[src/rtl/llm_staged_if.sv]
// Signal bundle for llm_staged: advance/threat/hold controls and stage thresholds in,
// registered state-machine status out.
interface llm_staged_if #(
  parameter int NUM_STAGES = 3,
  parameter int TIMER_W    = 8
);
  logic                          green;
  logic                          red;
  logic                          yellow;
  logic [NUM_STAGES*TIMER_W-1:0] stage_time;
  logic [NUM_STAGES-1:0]         attack;
  logic                          deception_out;
  logic [3:0]                    current_state;
  logic [2:0]                    stage_idx;
  logic [TIMER_W-1:0]            timer;
  logic [3:0]                    retry_cnt;
  logic                          done;
  logic                          failed;

  modport master (
    output green, red, yellow, stage_time,
    input  attack, deception_out, current_state, stage_idx, timer, retry_cnt, done, failed
  );

  modport slave (
    input  green, red, yellow, stage_time,
    output attack, deception_out, current_state, stage_idx, timer, retry_cnt, done, failed
  );
endinterface

[src/rtl/llm_staged.sv]
// Staged attack controller: lay low, climb through NUM_STAGES timed attack stages,
// fall back to deception on threat; terminal FAIL and EXPANSION states.
module llm_staged #(
  parameter int NUM_STAGES   = 3,
  parameter int TIMER_W      = 8,
  parameter int LAY_LOW_TIME = 20,
  parameter int MAX_RETRY    = 2
) (
  input  logic          clock,
  input  logic          reset_n,
  llm_staged_if.slave   bus
);

  typedef enum logic [3:0] {
    S_LAY_LOW   = 4'd0,
    S_DECEPTION = 4'd1,
    S_ATTACK    = 4'd2,
    S_FAIL      = 4'd4,
    S_EXPANSION = 4'd5
  } state_e;

  localparam logic [TIMER_W-1:0] T_ONE     = TIMER_W'(1);
  localparam logic [TIMER_W-1:0] LAY_THR   = TIMER_W'(LAY_LOW_TIME);
  localparam logic [3:0]         RETRY_LIM = 4'(MAX_RETRY);
  localparam logic [2:0]         LAST_STG  = 3'(NUM_STAGES - 1);

  state_e                  state_q, state_d;
  logic [TIMER_W-1:0]      timer_q, timer_d;
  logic [2:0]              stage_q, stage_d;
  logic [NUM_STAGES-1:0]   attack_q, attack_d;
  logic                    dec_q, dec_d;
  logic [3:0]              retry_q, retry_d;
  logic                    done_q, done_d;
  logic                    failed_q, failed_d;

  logic [TIMER_W-1:0]      thr_sel;
  logic [TIMER_W-1:0]      stage_thr;
  logic [TIMER_W-1:0]      timer_inc;
  logic [3:0]              retry_inc;

  function automatic logic [TIMER_W-1:0] sat_inc(input logic [TIMER_W-1:0] t);
    return (t == '1) ? t : t + 1'b1;
  endfunction

  // Thermometer with the lowest n bits set.
  function automatic logic [NUM_STAGES-1:0] therm(input logic [3:0] n);
    logic [NUM_STAGES-1:0] r;
    for (int i = 0; i < NUM_STAGES; i++) r[i] = (4'(i) < n);
    return r;
  endfunction

  always_comb begin
    thr_sel = '0;
    for (int i = 0; i < NUM_STAGES; i++) begin
      if (stage_q == 3'(i)) thr_sel = bus.stage_time[i*TIMER_W +: TIMER_W];
    end
  end

  // A zero threshold still costs one cycle in the stage.
  assign stage_thr = (thr_sel == '0) ? T_ONE : thr_sel;
  assign timer_inc = sat_inc(timer_q);
  assign retry_inc = retry_q + 4'd1;

  always_comb begin
    state_d  = state_q;
    timer_d  = timer_q;
    stage_d  = stage_q;
    attack_d = attack_q;
    dec_d    = dec_q;
    retry_d  = retry_q;
    done_d   = done_q;
    failed_d = failed_q;

    case (state_q)
      S_LAY_LOW: begin
        if (bus.red) begin
          state_d = S_DECEPTION;
          dec_d   = 1'b1;
          timer_d = T_ONE;
          retry_d = '0;
        end else if (bus.green && timer_q >= LAY_THR) begin
          state_d  = S_ATTACK;
          stage_d  = '0;
          attack_d = therm(4'd1);
          timer_d  = T_ONE;
        end else if (!bus.yellow) begin
          timer_d = timer_inc;
        end
      end

      S_ATTACK: begin
        if (bus.red) begin
          state_d  = S_DECEPTION;
          attack_d = '0;
          dec_d    = 1'b1;
          timer_d  = T_ONE;
          retry_d  = '0;
        end else if (bus.green && timer_q >= stage_thr) begin
          timer_d = T_ONE;
          if (stage_q != LAST_STG) begin
            stage_d  = stage_q + 3'd1;
            attack_d = therm({1'b0, stage_q} + 4'd2);
          end else begin
            state_d  = S_EXPANSION;
            attack_d = '1;
            done_d   = 1'b1;
          end
        end else if (!bus.yellow) begin
          timer_d = timer_inc;
        end
      end

      // Entry cycle is the minimum dwell; red is judged from the next cycle on.
      S_DECEPTION: begin
        if (bus.red) begin
          retry_d = retry_inc;
          if (retry_inc == RETRY_LIM) begin
            state_d  = S_FAIL;
            failed_d = 1'b1;
            dec_d    = 1'b0;
            attack_d = '0;
            timer_d  = T_ONE;
          end
        end else begin
          state_d = S_LAY_LOW;
          dec_d   = 1'b0;
          timer_d = T_ONE;
          stage_d = '0;
          retry_d = '0;
        end
      end

      S_FAIL: begin
        timer_d = T_ONE;
      end

      S_EXPANSION: begin
        timer_d = timer_inc;
      end

      default: begin
        state_d  = S_LAY_LOW;
        timer_d  = T_ONE;
        stage_d  = '0;
        attack_d = '0;
        dec_d    = 1'b0;
        retry_d  = '0;
        done_d   = 1'b0;
        failed_d = 1'b0;
      end
    endcase
  end

  always_ff @(posedge clock or negedge reset_n) begin
    if (!reset_n) begin
      state_q  <= S_LAY_LOW;
      timer_q  <= T_ONE;
      stage_q  <= '0;
      attack_q <= '0;
      dec_q    <= 1'b0;
      retry_q  <= '0;
      done_q   <= 1'b0;
      failed_q <= 1'b0;
    end else begin
      state_q  <= state_d;
      timer_q  <= timer_d;
      stage_q  <= stage_d;
      attack_q <= attack_d;
      dec_q    <= dec_d;
      retry_q  <= retry_d;
      done_q   <= done_d;
      failed_q <= failed_d;
    end
  end

  assign bus.current_state = state_q;
  assign bus.timer         = timer_q;
  assign bus.stage_idx     = stage_q;
  assign bus.attack        = attack_q;
  assign bus.deception_out = dec_q;
  assign bus.retry_cnt     = retry_q;
  assign bus.done          = done_q;
  assign bus.failed        = failed_q;

endmodule

[src/flat_wrapper.sv]
// flat-port wrapper written by rule: the top's interface ports become plain ports
module llm_staged_flat 
#(
  parameter int NUM_STAGES   = 3,
  parameter int TIMER_W      = 8,
  parameter int LAY_LOW_TIME = 20,
  parameter int MAX_RETRY    = 2
)
  (clock, reset_n, bus_green, bus_red, bus_yellow, bus_stage_time, bus_attack, bus_deception_out, bus_current_state, bus_stage_idx, bus_timer, bus_retry_cnt, bus_done, bus_failed);
  llm_staged_if #(.NUM_STAGES(NUM_STAGES), .TIMER_W(TIMER_W)) bus_i ();
  input  logic clock;
  input  logic reset_n;
  input wire logic [$bits(bus_i.green)-1:0] bus_green;
  input wire logic [$bits(bus_i.red)-1:0] bus_red;
  input wire logic [$bits(bus_i.yellow)-1:0] bus_yellow;
  input wire logic [$bits(bus_i.stage_time)-1:0] bus_stage_time;
  output wire logic [$bits(bus_i.attack)-1:0] bus_attack;
  output wire logic [$bits(bus_i.deception_out)-1:0] bus_deception_out;
  output wire logic [$bits(bus_i.current_state)-1:0] bus_current_state;
  output wire logic [$bits(bus_i.stage_idx)-1:0] bus_stage_idx;
  output wire logic [$bits(bus_i.timer)-1:0] bus_timer;
  output wire logic [$bits(bus_i.retry_cnt)-1:0] bus_retry_cnt;
  output wire logic [$bits(bus_i.done)-1:0] bus_done;
  output wire logic [$bits(bus_i.failed)-1:0] bus_failed;
  assign bus_i.green = bus_green;
  assign bus_i.red = bus_red;
  assign bus_i.yellow = bus_yellow;
  assign bus_i.stage_time = bus_stage_time;
  assign bus_attack = bus_i.attack;
  assign bus_deception_out = bus_i.deception_out;
  assign bus_current_state = bus_i.current_state;
  assign bus_stage_idx = bus_i.stage_idx;
  assign bus_timer = bus_i.timer;
  assign bus_retry_cnt = bus_i.retry_cnt;
  assign bus_done = bus_i.done;
  assign bus_failed = bus_i.failed;
  llm_staged #(.NUM_STAGES(NUM_STAGES), .TIMER_W(TIMER_W), .LAY_LOW_TIME(LAY_LOW_TIME), .MAX_RETRY(MAX_RETRY)) u_core (.clock(clock), .reset_n(reset_n), .bus(bus_i));
endmodule
[config.mk]
export PLATFORM = sky130hd
export DESIGN_NAME = llm_staged_flat
export DESIGN_NICKNAME = d
export VERILOG_FILES = /design/src/rtl/llm_staged_if.sv /design/src/rtl/llm_staged.sv /design/src/flat_wrapper.sv
export SDC_FILE = /design/constraint.sdc
export NUM_CORES = 1
export LEC_CHECK = 0
export BUFFER_PORTS_ARGS = -buffer_cell sky130_fd_sc_hd__buf_2
export CAP_MARGIN = 30
export CORE_MARGIN = 2
export CORE_UTILIZATION = 53
export DETAILED_ROUTE_END_ITERATION = 8
export GPL_ROUTABILITY_DRIVEN = 0
export PLACE_DENSITY_LB_ADDON = 0.12
export SETUP_SLACK_MARGIN = 0.3
export SLEW_MARGIN = 0
export SYNTH_ARGS = -nofsm -noshare
export SYNTH_HDL_FRONTEND = slang
export SYNTH_SLANG_ARGS = --single-unit
[constraint.sdc]
create_clock -name clock -period 4.1 [get_ports clock]
set_input_delay 0.41 -clock clock [delete_from_list [all_inputs] [get_ports clock]]
set_output_delay 0.41 -clock clock [all_outputs]
set_load 0.05 [all_outputs]
==> Word level (Yosys, flattened, before mapping) <==
Cells that the tools add are included.
{ "totals": {"ff_bits": 25, "wordCells": 109, "in_bits": 29, "out_inout_bits": 25} }
{ "op_classes": {"magnitude_cmp": 5, "n_bitwise": 3, "muxes": 50, "addsub": 4, "eq_ne": 23, "n_reduce_logical": 16} }
{ "ops": {"columns": ["op", "count"], "rows": [
  ["$mux W8", 12],
  ["$mux W3", 13],
  ["$mux W4", 9],
  ["$pmux W8 S4", 1],
  ["$pmux W3 S4", 2],
  ["$pmux W4 S4", 1],
  ["$ne A3 B2 Y1 const B", 4],
  ["$pmux W4 S3", 1],
  ["$ne A2 B1 Y1 const B", 5],
  ["$ne A2 B2 Y1 const B", 5],
  ["$add A8 B1 Y8 const B", 1],
  ["$eq A4 B2 Y1 const B", 2],
  ["$eq A4 B3 Y1 const B", 2],
  ["$eq A8 B8 Y1 const B", 1],
  ["$ge A8 B5 Y1 const B", 1],
  ["$ge A8 B8 Y1", 1],
  ["$logic_not A8 Y1", 1],
  ["$lt A1 B4 Y1 const A", 2],
  ["$mux W1", 8],
  ["$reduce_or A4 Y1", 2],
  ["$reduce_and A7 Y1", 1],
  ["$reduce_and A3 Y1", 2],
  ["$reduce_and A6 Y1", 1],
  ["$reduce_and A5 Y1", 1],
  ["17 further kinds", 22]
]} }

==> Logic depth before layout (Yosys ltp) <==
Gate-level depths: netlist (run 1).
{ "depth": {"word_depth": 11, "ltp_mapped": 16, "ltp_nobuf": 15} }

==> Worst setup path after synthesis (run 1) <==
OpenSTA, ideal clock, no wires.
{ "synth_timing": {"kind": "flip-flop to flip-flop", "from": "register u_core.stage_q[1] (netlist: u_core.bus.stage_idx[1])", "to": "register u_core.timer_q[0] (netlist: u_core.bus.timer[0])", "path_stages_with_launch": 16, "required_ns": 4.006, "arrival_ns": 3.743, "setup_time_ns": 0.094, "period_less_slack_ns": 3.837, "path_buffers": 1, "path_slack_ns": 0.263, "cell_sequence": "dfrtp_1 inv_1 ha_1 nor3b_1 a221o_1 o21ai_0 nand4_1 o22ai_1 ha_1 nand2b_1 a2111oi_2 o311ai_2 and2_1 buf_2 a2111oi_1 a211oi_1"} }
{ "synth_via": {"elab_chain_cells": 11, "elab_cells_between_ends": 13, "cone_classes": "1 x order compare; 2 x eq/ne; 7 x mux; 3 x reduce/logical"} }
{ "synth_rtl": {"columns": ["element", "line", "text"], "rows": [
  ["start, declared", "llm_staged.sv:29", "logic [2:0] stage_q, stage_d;"],
  ["start signal, assigned", "llm_staged.sv:167", "stage_q <= stage_d;"],
  ["$logic_not A3 Y1", "llm_staged.sv:55", "if (stage_q == 3'(i)) thr_sel = bus.stage_time[i*TIMER_W +: TIMER_W];"],
  ["$mux W8 (2 in a row)", "llm_staged.sv:55", null],
  ["$mux W8 (*)", "llm_staged.sv:55", null],
  ["$logic_not A8 Y1", "llm_staged.sv:60", "assign stage_thr = (thr_sel == '0) ? T_ONE : thr_sel;"],
  ["$mux W8 (*)", "llm_staged.sv:60", null],
  ["$ge A8 B8 Y1 (*)", "llm_staged.sv:98", "end else if (bus.green && timer_q >= stage_thr) begin"],
  ["$logic_and A1 B1 Y1 (*)", "llm_staged.sv:98", null],
  ["$mux W8 (*)", "llm_staged.sv:98", null],
  ["$mux W8 (*)", "llm_staged.sv:92", "if (bus.red) begin"],
  ["$pmux W8 S4 (*)", "llm_staged.sv:74", "case (state_q)"],
  ["end signal, assigned", "llm_staged.sv:166", "timer_q <= timer_d;"],
  ["end, declared", "llm_staged.sv:28", "logic [TIMER_W-1:0] timer_q, timer_d;"]
]} }
Every way passes the cells marked *; elsewhere a longest branch is shown, timed or not.
A chain may end at the register's enable or synchronous reset.

==> Final worst setup path (run 1) <==
{ "layout_timing": {"from": "register u_core.stage_q[0] (netlist: u_core.bus.stage_idx[0])", "to": "register u_core.state_q[1] (netlist: u_core.bus.current_state[1])"} }
{ "layout_via": {"elab_chain_cells": 10, "elab_cells_between_ends": 14, "cone_classes": "1 x order compare; 5 x eq/ne; 4 x mux; 4 x reduce/logical"} }
{ "layout_rtl": {"columns": ["element", "line", "text"], "rows": [
  ["$logic_not A3 Y1", "llm_staged.sv:55", null],
  ["$mux W8 (3 in a row)", "llm_staged.sv:55", null],
  ["$logic_not A8 Y1", "llm_staged.sv:60", null],
  ["$mux W8", "llm_staged.sv:60", null],
  ["$ge A8 B8 Y1", "llm_staged.sv:98", null],
  ["$logic_and A1 B1 Y1", "llm_staged.sv:98", null],
  ["$ne A3 B2 Y1 (no source line)", null, null],
  ["$reduce_and A5 Y1 (no source line) (*)", null, null],
  ["end signal, assigned", "llm_staged.sv:165", "state_q <= state_d;"],
  ["end, declared", "llm_staged.sv:27", "state_e state_q, state_d;"]
]} }
Marked as above.

==> flow_summary.toml, run 1 <==
[status]
status = "complete, no violations"

[route]
wl_per_cell_um = 14.3
routed_wl_um = 4760
vias = 1979
routed_via_density = 5.96
drt_iter0_drc = 157
drc = 0
ant_nets = 0
firstDrtPassIters = 4

[clock_tree]
clock_path_buffers = 2
cts.sinks = 24
clk_pin_slew_ps = 100
cts_root_buffer = "clkbuf_8"
cts_max_level = 1
clkLatencyLatePin_ps = 270
cts_made_buffers = 3
cts_hold_buf = 0
cts_tree = "done"

[yosys]
synth_edf_count = 0
syn-num-nets = 283
yosys.area.top_type = "dfrtp_1"
ys_top_cells_by_area = "dfrtp_1 28%, ha_1 10%, a21oi_1 6.9%, o21ai_0 4.7%, a221o_1 3.5%"
syn_inst = 237
synth_commonest_cells = "28 x a21oi_1, 23 x dfrtp_1, 19 x o21ai_0, 17 x ha_1, 17 x nor2_1"
yosysTopAreaCellShare_pct = 28.4
synthArstFlopShare_pct = 100
yosysSeqAreaShare_pct = 29.7
synth_cell_types = 59
synth_top_flop_cell = "dfrtp_1"
synth.most_common_cell = "a21oi_1"
synth_warnings = 0
ys_seq_elements = 24
synth_area_um2 = 2030
synth_area_per_cell_um2 = 8.56

[critical_path]
crit_type = "reg -> reg"
r2r_end = "u_core.bus.current_state[1]"
setup.worst_path.start = "u_core.bus.stage_idx[0]"
ff2ff_setup_slack_ps = 560
worstSetupStartpointType = "register"
cp_max_fo = 8
cp_cell_sequence = "inv_1 > ha_1 > nor2b_2 > a221o_1 > o21ai_0 > nand4_1 > o22ai_1 > ha_1 > nand2b_1 > a2111oi_4 > o311ai_4 > o22ai_2 > a2111oi_4 > mux2_4"
crit_arrival_ps = 3700
cp_slowest_cell = "dfrtp_2"
r2r_start = "u_core.bus.stage_idx[0]"
cpPeakStageDelay_ps = 450
rr_worst_depth = 14
crit_required_ps = 4250
crit_end = "u_core.bus.current_state[1]"
worstSetupEndpointType = "register"

[global_routing]
track_usage_pct = 22.8
antenna_found_initial = 0
grt_max_degree = 25
grt_pass1_vias = 1754
grt_overflow = 0
grt_pass1_wl_um = 7910

[floorplan]
num_io_pins = 54
fp.dieW_um = 65.9
fp.dieArea_um2 = 4340
floorplan.initialDensity_pct = 55.4
placementRows = 22
die_h_um = 65.9
coreArea_um2 = 3660

[sta]
setup_viol = 0
period_share_pct = 86.5
tightest_slew_ps = 668
setup_tns_ps = 0
fmax_ghz = 0.282
slew_headroom_pct = 55.5
fin_skew_ps = 10.9
maxSlewViolCount = 0
layout_min_cycle_time_ps = 3540
hold_viol = 0
rsz0062_at_grt = "yes"

[cells_and_area]
syn2layout_area_growth_pct = 20.0
nNetsFinal = 331
antenna_cells = 0
drive_gt1_share_pct = 28.2
fin_area_um2 = 2430

[min_path]
hp-class = "in -> async"

[placed_design]
place_area_um2 = 2300
hpwl_um = 3620
place.port_buffers = 52

[power_and_ir_drop]
ir_drop_uv = 348
leakage_nw = 1.15
p_per_area_nw_per_um2 = 500

[flow_run]
maxCapViolCount = 0
-- worst min-delay path by stage --
stage | slack, ps | to | start
3_5_place_dp | 430 | u_core.bus.retry_cnt[3] | reset_n
4_1_cts | 130 | u_core.bus.retry_cnt[3] | reset_n
6_report | 110 | u_core.bus.retry_cnt[3] | reset_n
5_1_grt | 160 | u_core.bus.retry_cnt[3] | reset_n
3_3_place_gp | 430 | u_core.bus.retry_cnt[3] | reset_n
2_1_floorplan | 110 | u_core.bus.attack[0] | reset_n
-- timing repair --
item,in CTS,in global routing
gates resized for setup,0,12
setup buffers,0,0
endpoints found under the setup margin,0,16
-- per-layer routing --
layer  wire, um  share of wire, %  global-route usage (%)  vias up
met3        244               5.1                    3.24        4
met1       2320                49                    31.9      918
li1           -                 -                       -      996
met4         25              0.53                    4.69        0
met5          0                 0                       0        -
met2       2170                46                    37.4       61
-- placed cells by master (no fill, tap or decap), types with 3 or more instances in the layout --
cell type and instances:
and3_1 3, o21ai_0 19, nor2_1 17, inv_1 12
ha_1 17, nand4_1 3, nor3_1 5, nand2b_1 3
o22ai_1 5, a21oi_1 27, buf_2 52, a31oi_1 3
a32o_1 3, nand2_1 14, clkbuf_8 3, or3_1 4
nand3_1 10, a221o_1 7, dfrtp_1 21
-- per-stage QoR --
stage / util (%) / total power [W] / hold slack, ps / cells / worst slack (ps)
CTS: 64.9 / 0.00119 / 127 / 332 / 358
finish: 66.5 / 0.00122 / 108 / 332 / 555
global placement: 62.9 / 0.000974 / 430 / 328 / 567
global route: 66.5 / 0.00129 / 157 / 332 / 293
detailed placement: 62.9 / 0.000981 / 427 / 328 / 404
floorplan: - / 0.000851 / 114 / 237 / 304
-- area by class of cell --
type                       count  area (um^2)
multi-input combinational    190         1380
fill                         313         1230
sequential                    24          604
timing repair buffer          54          279
tap                           48         60.1
inverter                      12         45.0
clock buffer                   3         41.3
clock inverter                 1         30.0
-- power by group --
part | internal [W] | leakage [nW] | total [W] | switching (W)
Sequential | 0.000283 | 0.316 | 0.000365 | 0.0000823
Combinational | 0.000225 | 0.797 | 0.000640 | 0.000416
Clock | 0.000131 | 0.0357 | 0.000210 | 0.0000798
-- worst max-delay path, delay by kind of cell, from the launching register on --
kind            cells  cell delay (ps)
simple gates        3              610
fa+ha+maj           2              510
mux                 1              330
buf+inv             1              100
flops               1              450
compound gates      7             1410
-- flip-flops by register name, summed over array words and instances, names as in the netlist --
name,count
u_core.bus.current_state,3
u_core.bus.attack,3
u_core.bus.stage_idx,3
u_core.bus.deception_out,1
u_core.bus.failed,1
u_core.bus.timer,8
u_core.bus.retry_cnt,4
u_core.bus.done,1
-- logic make-up (layout without fill, tap and decap cells) --
kind of cell,Yosys count,in the layout,synth area share (%)
AO/OA/AOI/OAI,92,92,31.9
AND/OR/NAND/NOR,76,76,20.1
flip-flops,24,24,29.7
buffers and inverters,23,70,5.49
adder cells (fa/ha/maj),17,17,10.5
multiplexers,3,3,1.73
other,1,1,0.185
XOR/XNOR,1,1,0.432
Note: power is estimated with default switching activity, not from simulation.
==> run 2: changes to the inputs <==
--- a/config.mk
+++ b/config.mk
@@ -8,7 +8,7 @@
 export BUFFER_PORTS_ARGS = -buffer_cell sky130_fd_sc_hd__buf_2
 export CAP_MARGIN = 30
 export CORE_MARGIN = 2
-export CORE_UTILIZATION = 53
+export CORE_UTILIZATION = 55
 export DETAILED_ROUTE_END_ITERATION = 8
 export GPL_ROUTABILITY_DRIVEN = 0
 export PLACE_DENSITY_LB_ADDON = 0.12
==> constraint.sdc (replaced) <==
create_clock -name clock -period 4.4 [get_ports clock]
set_input_delay 0.44 -clock clock [delete_from_list [all_inputs] [get_ports clock]]
set_output_delay 0.44 -clock clock [all_outputs]
set_load 0.05 [all_outputs]
==> flow_summary.toml, run 2 (same netlist as run 1, synthesis figures left out) <==
[global_routing]
antenna_found_initial = 0
grt_pass1_wl_um = 7900
grt_max_degree = 25
grt_overflow = 0
grt_pass1_vias = 1724
track_usage_pct = 23.4

[status]
status = "complete, no violations"

[sta]
fin_skew_ps = 4.49
rsz0062_at_grt = "no"
setup_viol = 0
timing.final.ws_setup_ps = 733
hold_viol = 0
setup_tns_ps = 0
tightest_slew_ps = 664
maxSlewViolCount = 0
period_share_pct = 83.3
layout_min_cycle_time_ps = 3670
slew_headroom_pct = 55.7
fmax_ghz = 0.273

[clock_tree]
cts_max_level = 1
cts_tree = "done"
clock_path_buffers = 2
clkLatencyLatePin_ps = 270
cts_hold_buf = 0
cts_root_buffer = "clkbuf_8"
cts_made_buffers = 3
cts.sinks = 24
clk_pin_slew_ps = 80

[floorplan]
die_h_um = 64.7
coreArea_um2 = 3610
floorplan.initialDensity_pct = 56.2
placementRows = 22
fp.dieW_um = 64.7
fp.dieArea_um2 = 4190
num_io_pins = 54

[critical_path]
path_delay_family = "compound AO/OA/AOI/OAI gates"
cp_max_fo = 11
crit_type = "reg -> reg"
crit_arrival_ps = 3850
cp_slowest_cell = "dfrtp_1"
crit_required_ps = 4590
path_buf_inv = 1
cpPeakStageDelay_ps = 460
crit_top_cell = "ha_1"
worstSetupStartpointType = "register"
worstSetupEndpointType = "register"
cp_cell_sequence = "inv_1 > ha_1 > nor2b_2 > a221o_1 > o21ai_0 > nand4_1 > o22ai_1 > ha_1 > nand2b_1 > a2111oi_2 > o311ai_2 > and2_1 > a2111oi_1 > a211oi_1"

[power_and_ir_drop]
p_per_area_nw_per_um2 = 452
p_switching_w = 0.000524
ir_drop_uv = 235
switching_share_pct = 49.3
clkPwrFrac_pct = 14.1
leakage_nw = 1.11
p_int_w = 0.000539
seqPwrFrac_pct = 32.1
combPwrFrac_pct = 53.8

[cells_and_area]
final_common_cell = "buf_2"
instances_no_fill = 331
layout_common_cells = "52 x buf_2, 28 x a21oi_1, 23 x dfrtp_1"
fin_util_pct = 65.2
antenna_cells = 0
nNetsFinal = 330
syn2layout_area_growth_pct = 16.0
largest_reg_flops = 8
drive_gt1_share_pct = 26.1

[route]
drc = 0
ant_nets = 0
vias = 1995
firstDrtPassIters = 4
routed_wl_um = 4810
wl_per_cell_um = 14.5
routed_via_density = 6.03
drt_iter0_drc = 80

[placed_design]
preCtsSetupSlack_ps = 525
hpwl_um = 3670
placed_cells_incl_taps = 327
place.port_buffers = 52

[flow_run]
maxCapViolCount = 0

[min_path]
hp-class = "in -> async"
## run 2: per-stage QoR
stage	total power [W]	cell area (um^2)	hold WS [ps]
3_3_place_gp	0.000905	2290	455
3_5_place_dp	0.000914	2290	458
6_report	0.00106	2350	150
5_1_grt	0.00113	2350	192
2_1_floorplan	0.000793	2030	144
4_1_cts	0.00107	2340	166
## run 2: final cells by class
type / instances / area [um^2]
Inverter: 12 / 45.0
Tap cell: 48 / 60.1
Sequential cell: 24 / 602
Fill cell: 337 / 1250
Clock buffer: 4 / 55.1
Timing Repair Buffer: 53 / 268
Multi-Input combinational cell: 190 / 1320
## run 2: metal layers
| metal | routed length, um | vias to the layer above | track usage (%) |
|---|---|---|---|
| met1 | 2300 | 942 | 32.6 |
| met5 | 0 | - | 0 |
| li1 | - | 993 | - |
| met2 | 2200 | 56 | 38.7 |
| met3 | 272 | 4 | 3.47 |
| met4 | 33 | 0 | 4.26 |
## run 2: power groups by stage
stage / Sequential (W) / Combinational (W) / Clock [W]
after floorplan: 0.000448 / 0.000345 / 0
after global placement: 0.000343 / 0.000562 / 0
after detailed placement: 0.000346 / 0.000568 / 0
after CTS: 0.000341 / 0.000572 / 0.000152
after global routing: 0.000350 / 0.000624 / 0.000161
final: 0.000341 / 0.000572 / 0.000150
## run 2: timing repair
item	CTS	global route
setup buffers	0	0
endpoints found under the hold margin	0	0
resized for setup	0	2
setup endpoints to repair	0	12
## run 2: worst paths after layout
kind / startpoint / endpoint / slack [ps] / cells after the start
min in group clock: u_core.bus.deception_out / u_core.bus.deception_out / 500 / 1
min reg2reg: u_core.bus.deception_out / u_core.bus.deception_out / 500 / 1
max in group asynchronous: reset_n / u_core.bus.timer[0] / 3880 / 1
max reg2reg: u_core.bus.stage_idx[0] / u_core.bus.timer[0] / 730 / 14
max: u_core.bus.stage_idx[0] / u_core.bus.timer[0] / 730 / 14
min: reset_n / u_core.bus.retry_cnt[3] / 150 / 1
